## src/rtl/status_uart_reporter.sv

```systemverilog
// Reports each change of the 3-bit status code as a 6-byte ASCII message on an 8N1 UART line.
// Updates that arrive mid-message collapse into one pending slot; only the latest status is sent.
module status_uart_reporter #(
   parameter int CLKS_PER_BIT = 868
) (
   input  logic       i_clk,
   input  logic       i_rst_n,
   input  logic [2:0] i_status,
   input  logic       i_resend,
   output logic       o_tx,
   output logic       o_busy,
   output logic       o_msg_done
);

   localparam int BW = $clog2(CLKS_PER_BIT);
   localparam logic [BW-1:0] BAUD_MAX = BW'(CLKS_PER_BIT - 1);

   typedef enum logic [2:0] {S_IDLE, S_START, S_DATA, S_STOP, S_DONE} state_e;

   state_e          state_q, state_d;
   logic [2:0]      r_status_q;
   logic            resend_q;
   logic [2:0]      last_sent_q, last_sent_d;
   logic [2:0]      msg_code_q, msg_code_d;
   logic            pending_q, pending_d;
   logic            rs_seen_q, rs_seen_d;
   logic [BW-1:0]   baud_q, baud_d;
   logic [2:0]      bit_q, bit_d;
   logic [2:0]      byte_q, byte_d;

   logic            changed;
   logic            baud_end;
   logic            serializing;
   logic [31:0]     word;
   logic [7:0]      cur_byte;

   assign changed     = (r_status_q != last_sent_q);
   assign baud_end    = (baud_q == BAUD_MAX);
   assign serializing = (state_q == S_START) || (state_q == S_DATA) || (state_q == S_STOP);

   always_ff @(posedge i_clk or negedge i_rst_n) begin
      if (!i_rst_n) begin
         state_q     <= S_IDLE;
         r_status_q  <= 3'd0;
         resend_q    <= 1'b0;
         last_sent_q <= 3'd0;
         msg_code_q  <= 3'd0;
         pending_q   <= 1'b0;
         rs_seen_q   <= 1'b0;
         baud_q      <= '0;
         bit_q       <= 3'd0;
         byte_q      <= 3'd0;
      end else begin
         state_q     <= state_d;
         r_status_q  <= i_status;
         resend_q    <= i_resend;
         last_sent_q <= last_sent_d;
         msg_code_q  <= msg_code_d;
         pending_q   <= pending_d;
         rs_seen_q   <= rs_seen_d;
         baud_q      <= baud_d;
         bit_q       <= bit_d;
         byte_q      <= byte_d;
      end
   end

   always_comb begin
      state_d     = state_q;
      last_sent_d = last_sent_q;
      msg_code_d  = msg_code_q;
      pending_d   = pending_q;
      rs_seen_d   = rs_seen_q;
      baud_d      = baud_q;
      bit_d       = bit_q;
      byte_d      = byte_q;

      if (serializing) begin
         baud_d = baud_end ? '0 : baud_q + 1'b1;
         if (changed || resend_q) pending_d = 1'b1;
         if (resend_q)            rs_seen_d = 1'b1;
      end

      case (state_q)
         S_IDLE: begin
            if (changed || resend_q || pending_q) begin
               state_d     = S_START;
               baud_d      = '0;
               bit_d       = 3'd0;
               byte_d      = 3'd0;
               msg_code_d  = r_status_q;
               last_sent_d = r_status_q;
               pending_d   = 1'b0;
               rs_seen_d   = 1'b0;
            end
         end
         S_START: begin
            if (baud_end) begin
               state_d = S_DATA;
               bit_d   = 3'd0;
            end
         end
         S_DATA: begin
            if (baud_end) begin
               if (bit_q == 3'd7) state_d = S_STOP;
               else               bit_d   = bit_q + 3'd1;
            end
         end
         S_STOP: begin
            if (baud_end) begin
               if (byte_q < 3'd5) begin
                  state_d = S_START;
                  byte_d  = byte_q + 3'd1;
               end else begin
                  state_d = S_DONE;
               end
            end
         end
         S_DONE: begin
            state_d = S_IDLE;
            // A change that reverted to last_sent is dropped; a captured resend survives.
            pending_d = (pending_q && (changed || rs_seen_q)) || resend_q;
            rs_seen_d = 1'b0;
         end
         default: state_d = S_IDLE;
      endcase
   end

   always_comb begin
      case (msg_code_q)
         3'd0:    word = "IDLE";
         3'd1:    word = "OPEN";
         3'd2:    word = "ERR1";
         3'd3:    word = "ERR2";
         3'd4:    word = "LOCK";
         default: word = "????";
      endcase
      case (byte_q)
         3'd0:    cur_byte = word[31:24];
         3'd1:    cur_byte = word[23:16];
         3'd2:    cur_byte = word[15:8];
         3'd3:    cur_byte = word[7:0];
         3'd4:    cur_byte = 8'h0D;
         default: cur_byte = 8'h0A;
      endcase
   end

   always_comb begin
      o_busy     = serializing;
      o_msg_done = (state_q == S_DONE);
      case (state_q)
         S_START: o_tx = 1'b0;
         S_DATA:  o_tx = cur_byte[bit_q];
         default: o_tx = 1'b1;
      endcase
   end

endmodule

```

## config.mk

```make
export PLATFORM = sky130hd
export DESIGN_NAME = status_uart_reporter
export DESIGN_NICKNAME = d
export VERILOG_FILES = /design/src/rtl/status_uart_reporter.sv
export SDC_FILE = /design/constraint.sdc
export NUM_CORES = 1
export LEC_CHECK = 0
export ABC_AREA = 1
export CAP_MARGIN = 10
export CORE_ASPECT_RATIO = 1.25
export CORE_UTILIZATION = 59
export CTS_BUF_LIST = sky130_fd_sc_hd__clkbuf_16
export DETAILED_ROUTE_END_ITERATION = 7
export PLACE_DENSITY = 0.84
export SLEW_MARGIN = 0
export SYNTH_ARGS = -nofsm -noshare
export SYNTH_HDL_FRONTEND = slang
export SYNTH_SLANG_ARGS = --single-unit
```

## constraint.sdc

```tcl
create_clock -name i_clk -period 1.91 [get_ports i_clk]
set_clock_uncertainty 0.05 [all_clocks]
set_input_delay 0.2865 -clock i_clk [delete_from_list [all_inputs] [get_ports i_clk]]
set_output_delay 0.2865 -clock i_clk [all_outputs]
set_load 0.02 [all_outputs]
```

==> results.md <==
- Placer Congestion: 0.908
- Synthesis-to-finish area growth: 27.8%
- Pre-Repair DR Iteration Count: 5
- Leading area contributor after synthesis: dfrtp_1
- Most frequent CP cell: nand2_1
- Seq/Total Area, Yosys: 38.7%
- Die Height: 63.9 um
- YS warnings: 0
- Pre-CTS setup slack: -515 ps
- Min-delay worst type: input port to asynchronous set/reset pin
- Final #Nets: 294
- CTS root buffer: clkbuf_16
- Initial Utilization: 62.0%
- RSZ-0062 raised after global routing: yes
- WHS: 357 ps
- Vias in the first global route: 1,876
- Global-route wire length before repair: 7.98 mm
- Critical Path End Type: primary output
- Number of placement rows: 22
- Detail Placement HPWL: 3.13 mm
- #FFs+latches synth: 28
- CP max stage delay: 420 ps
- Failing checks: setup timing
- Post-synthesis cell area: 1810 um2
- Max_slew headroom: 71.7%
- Fin crit share: 122%
- Worst setup SP type: flop
- Pleak: 0.00110 uW
- Highest Clock Rate: 430 MHz
- GR Overflow Total: 0
- Synth unique cells: 29
- Post-synth EDFFs: 0
- Final worst slack: -417 ps
- Antenna-violating nets left: 0
- CTS buffer count: 3
- Proportion of layout cells with a drive suffix above 1: 28.3%
- Slew of the pin with the lowest slew margin: 423 ps
- Worst setup startpoint: byte_q[0]
- Die X: 51.5 um
- H-Tree Depth: 1
- Final period demand of the worst path: 2330 ps
- Via Count: 1,817
- Top layer in use: met4
- Synth top area share: 38.7%
- Top-count cell post-synth: nand2_1
- Placed insts: 308
- Antenna fix cells: 0
- Number of remaining DRC errors: 0
- Max Slew Vio Count: 0
- Core area: 2920 um2
- I/O Pins: 9
- WL final: 4.89 mm
- Arr. time, crit path: 1990 ps
- Count of final hold-check violations: 0
- Post-Syn Area per Cell: 7.48 um2
- Pwr dens: 1560 nW/um2
- Worst vdd ir: 0.00108 V
- CP Data Required Time: 1570 ps
- WS Path Type: flop to primary output
- CTS tree: yes
- Reg-to-reg startpoint: msg_code_q[1]
- Cells after synthesis: 242
- Post-synth top cells: nand2_1, dfrtp_1, nor2_1
- Post-synth net total: 256
- Initial DRC Count: 112
- Via density: 5.77
- Met3 wire len: 153 um
- Status: finished with violations
- Slowest cell on crit path: dfrtp_2
- Clock latency at the later pin of the worst-skew pair: 260 ps
- M1 WL: 1.82 mm
- Die area: 3300 um2
- Synth top area cells: dfrtp_1, nand2_1, ha_1
- Final Setup Violations: 1
- Initial antenna violation count: 0
- Buffers on Ports: 8
- Wire per inst: 15.5 um
- Top_reg_cell synth: dfrtp_1
- CTS max path bufs: 2
- Ys async rst share: 100%
- Post-Layout Cell Count: 315
- Clk sinks: 28
- Max FO, Critical Path: 4
- WL met2: 2.72 mm
- CTS clock-pin slew for the worst setup and hold paths: 70 ps
- Worst path cell trace: inv_2 -> ha_2 -> nand2_2 -> nand2_1 -> nand2_1 -> nand2_1 -> nand2_1 -> nand3_1 -> o21bai_1 -> nand3_2 -> nand2_1 -> nand2_1 -> buf_6
- Max_cap viols: 0
- GRT Total Usage: 32.2%
- Largest net degree at the start of global routing: 29
area by class of cell:
cell class | count | area (um2)
clock buffer | 3 | 75.1
clock inverter | 1 | 30.0
fill | 185 | 604
inverter | 30 | 115
multi-input combinational | 184 | 1080
sequential | 28 | 703
tap | 36 | 45.0
timing repair buffer | 33 | 267
cell families (layout without fill, tap and decap cells):
| logic type | Yosys count | count (layout) | synth area share [%] |
|---|---|---|---|
| DFF | 28 | 28 | 38.7 |
| xor gates and xnor gates | 4 | 4 | 1.94 |
| adders and majority gates | 8 | 8 | 5.53 |
| buffers and inverters | 30 | 67 | 6.22 |
| AOI/OAI and AO/OA | 34 | 34 | 10.6 |
| and+or+nand+nor | 138 | 138 | 37.0 |
report_power, final:
group	switching [uW]	internal, uW	total [uW]
clock network	201	417	618
logic	1240	830	2070
registers	161	755	916
state kept, by name, summed over array words and instances, names as in the netlist:
name,flops
baud_q,10
bit_q,3
byte_q,3
msg_code_q,3
r_status_q,3
state_q,3
pending_q,1
resend_q,1
rs_seen_q,1
worst max-delay path, delay by kind of cell (launching register included):
| family | cells | cell delay, ps |
|---|---|---|
| adder cells (fa/ha/maj) | 1 | 200 |
| AND/OR/NAND/NOR | 9 | 680 |
| flip-flops | 1 | 420 |
| AO/OA/AOI/OAI | 1 | 190 |
| buffers and inverters | 2 | 210 |
worst paths after layout:
path,endpoint,slack (ps),cells past startpoint
max in group asynchronous,byte_q[0],1170,2
max,o_tx,-420,13
min reg2reg,msg_code_q[2],520,2
max reg2reg,byte_q[2],150,11
min in group i_clk,r_status_q[2],410,1
min,bit_q[0],360,2
metrics by stage:
stage / power [uW] / setup TNS, ps / util, % / area (um2)
2_1_floorplan: 2100 / 0 / - / 1810
3_3_place_gp: 2660 / -444 / 72.0 / 2100
3_5_place_dp: 2710 / -515 / 72.0 / 2100
4_1_cts: 3400 / -296 / 77.3 / 2250
5_1_grt: 3860 / -557 / 79.3 / 2310
6_report: 3600 / -417 / 79.3 / 2310
layer usage:
layer  vias to the layer above  track usage (%)
li1                        862                -
met1                       859             34.3
met2                        69             60.9
met3                        27             3.57
met4                         0             14.9
met5                         -                0
cells in the final DEF, fill, tap and decap left out, types with 2 or more instances in the layout:
cell             instances
nor3_1                   2
dfrtp_2                  2
o22ai_1                  2
ha_1                     3
o21ai_0                  6
nand3_1                 17
nor2_4                   2
a31oi_1                  2
dfrtp_1                 26
clkdlybuf4s50_1          5
ha_4                     3
nor3_2                   3
nand2_4                  3
nand2_2                  5
ha_2                     2
nand4_1                  3
clkbuf_16                3
a21oi_1                  8
buf_4                   25
inv_1                   16
o21ai_1                 12
inv_2                   13
nor2_1                  25
dlygate4sd2_1            2
nor2_2                   3
nand2_1                 64
nor3b_2                  4
xnor2_1                  3
nand3_2                  4
what timing repair did:
item,4_1_cts,5_1_grt
endpoints found under the setup margin,3,3
gates resized for setup,22,13
buffers inserted,1,2
hold buffers,0,0
endpoints found under the hold margin,0,0
pin swaps,1,4
(Power assumes the default switching activity.)
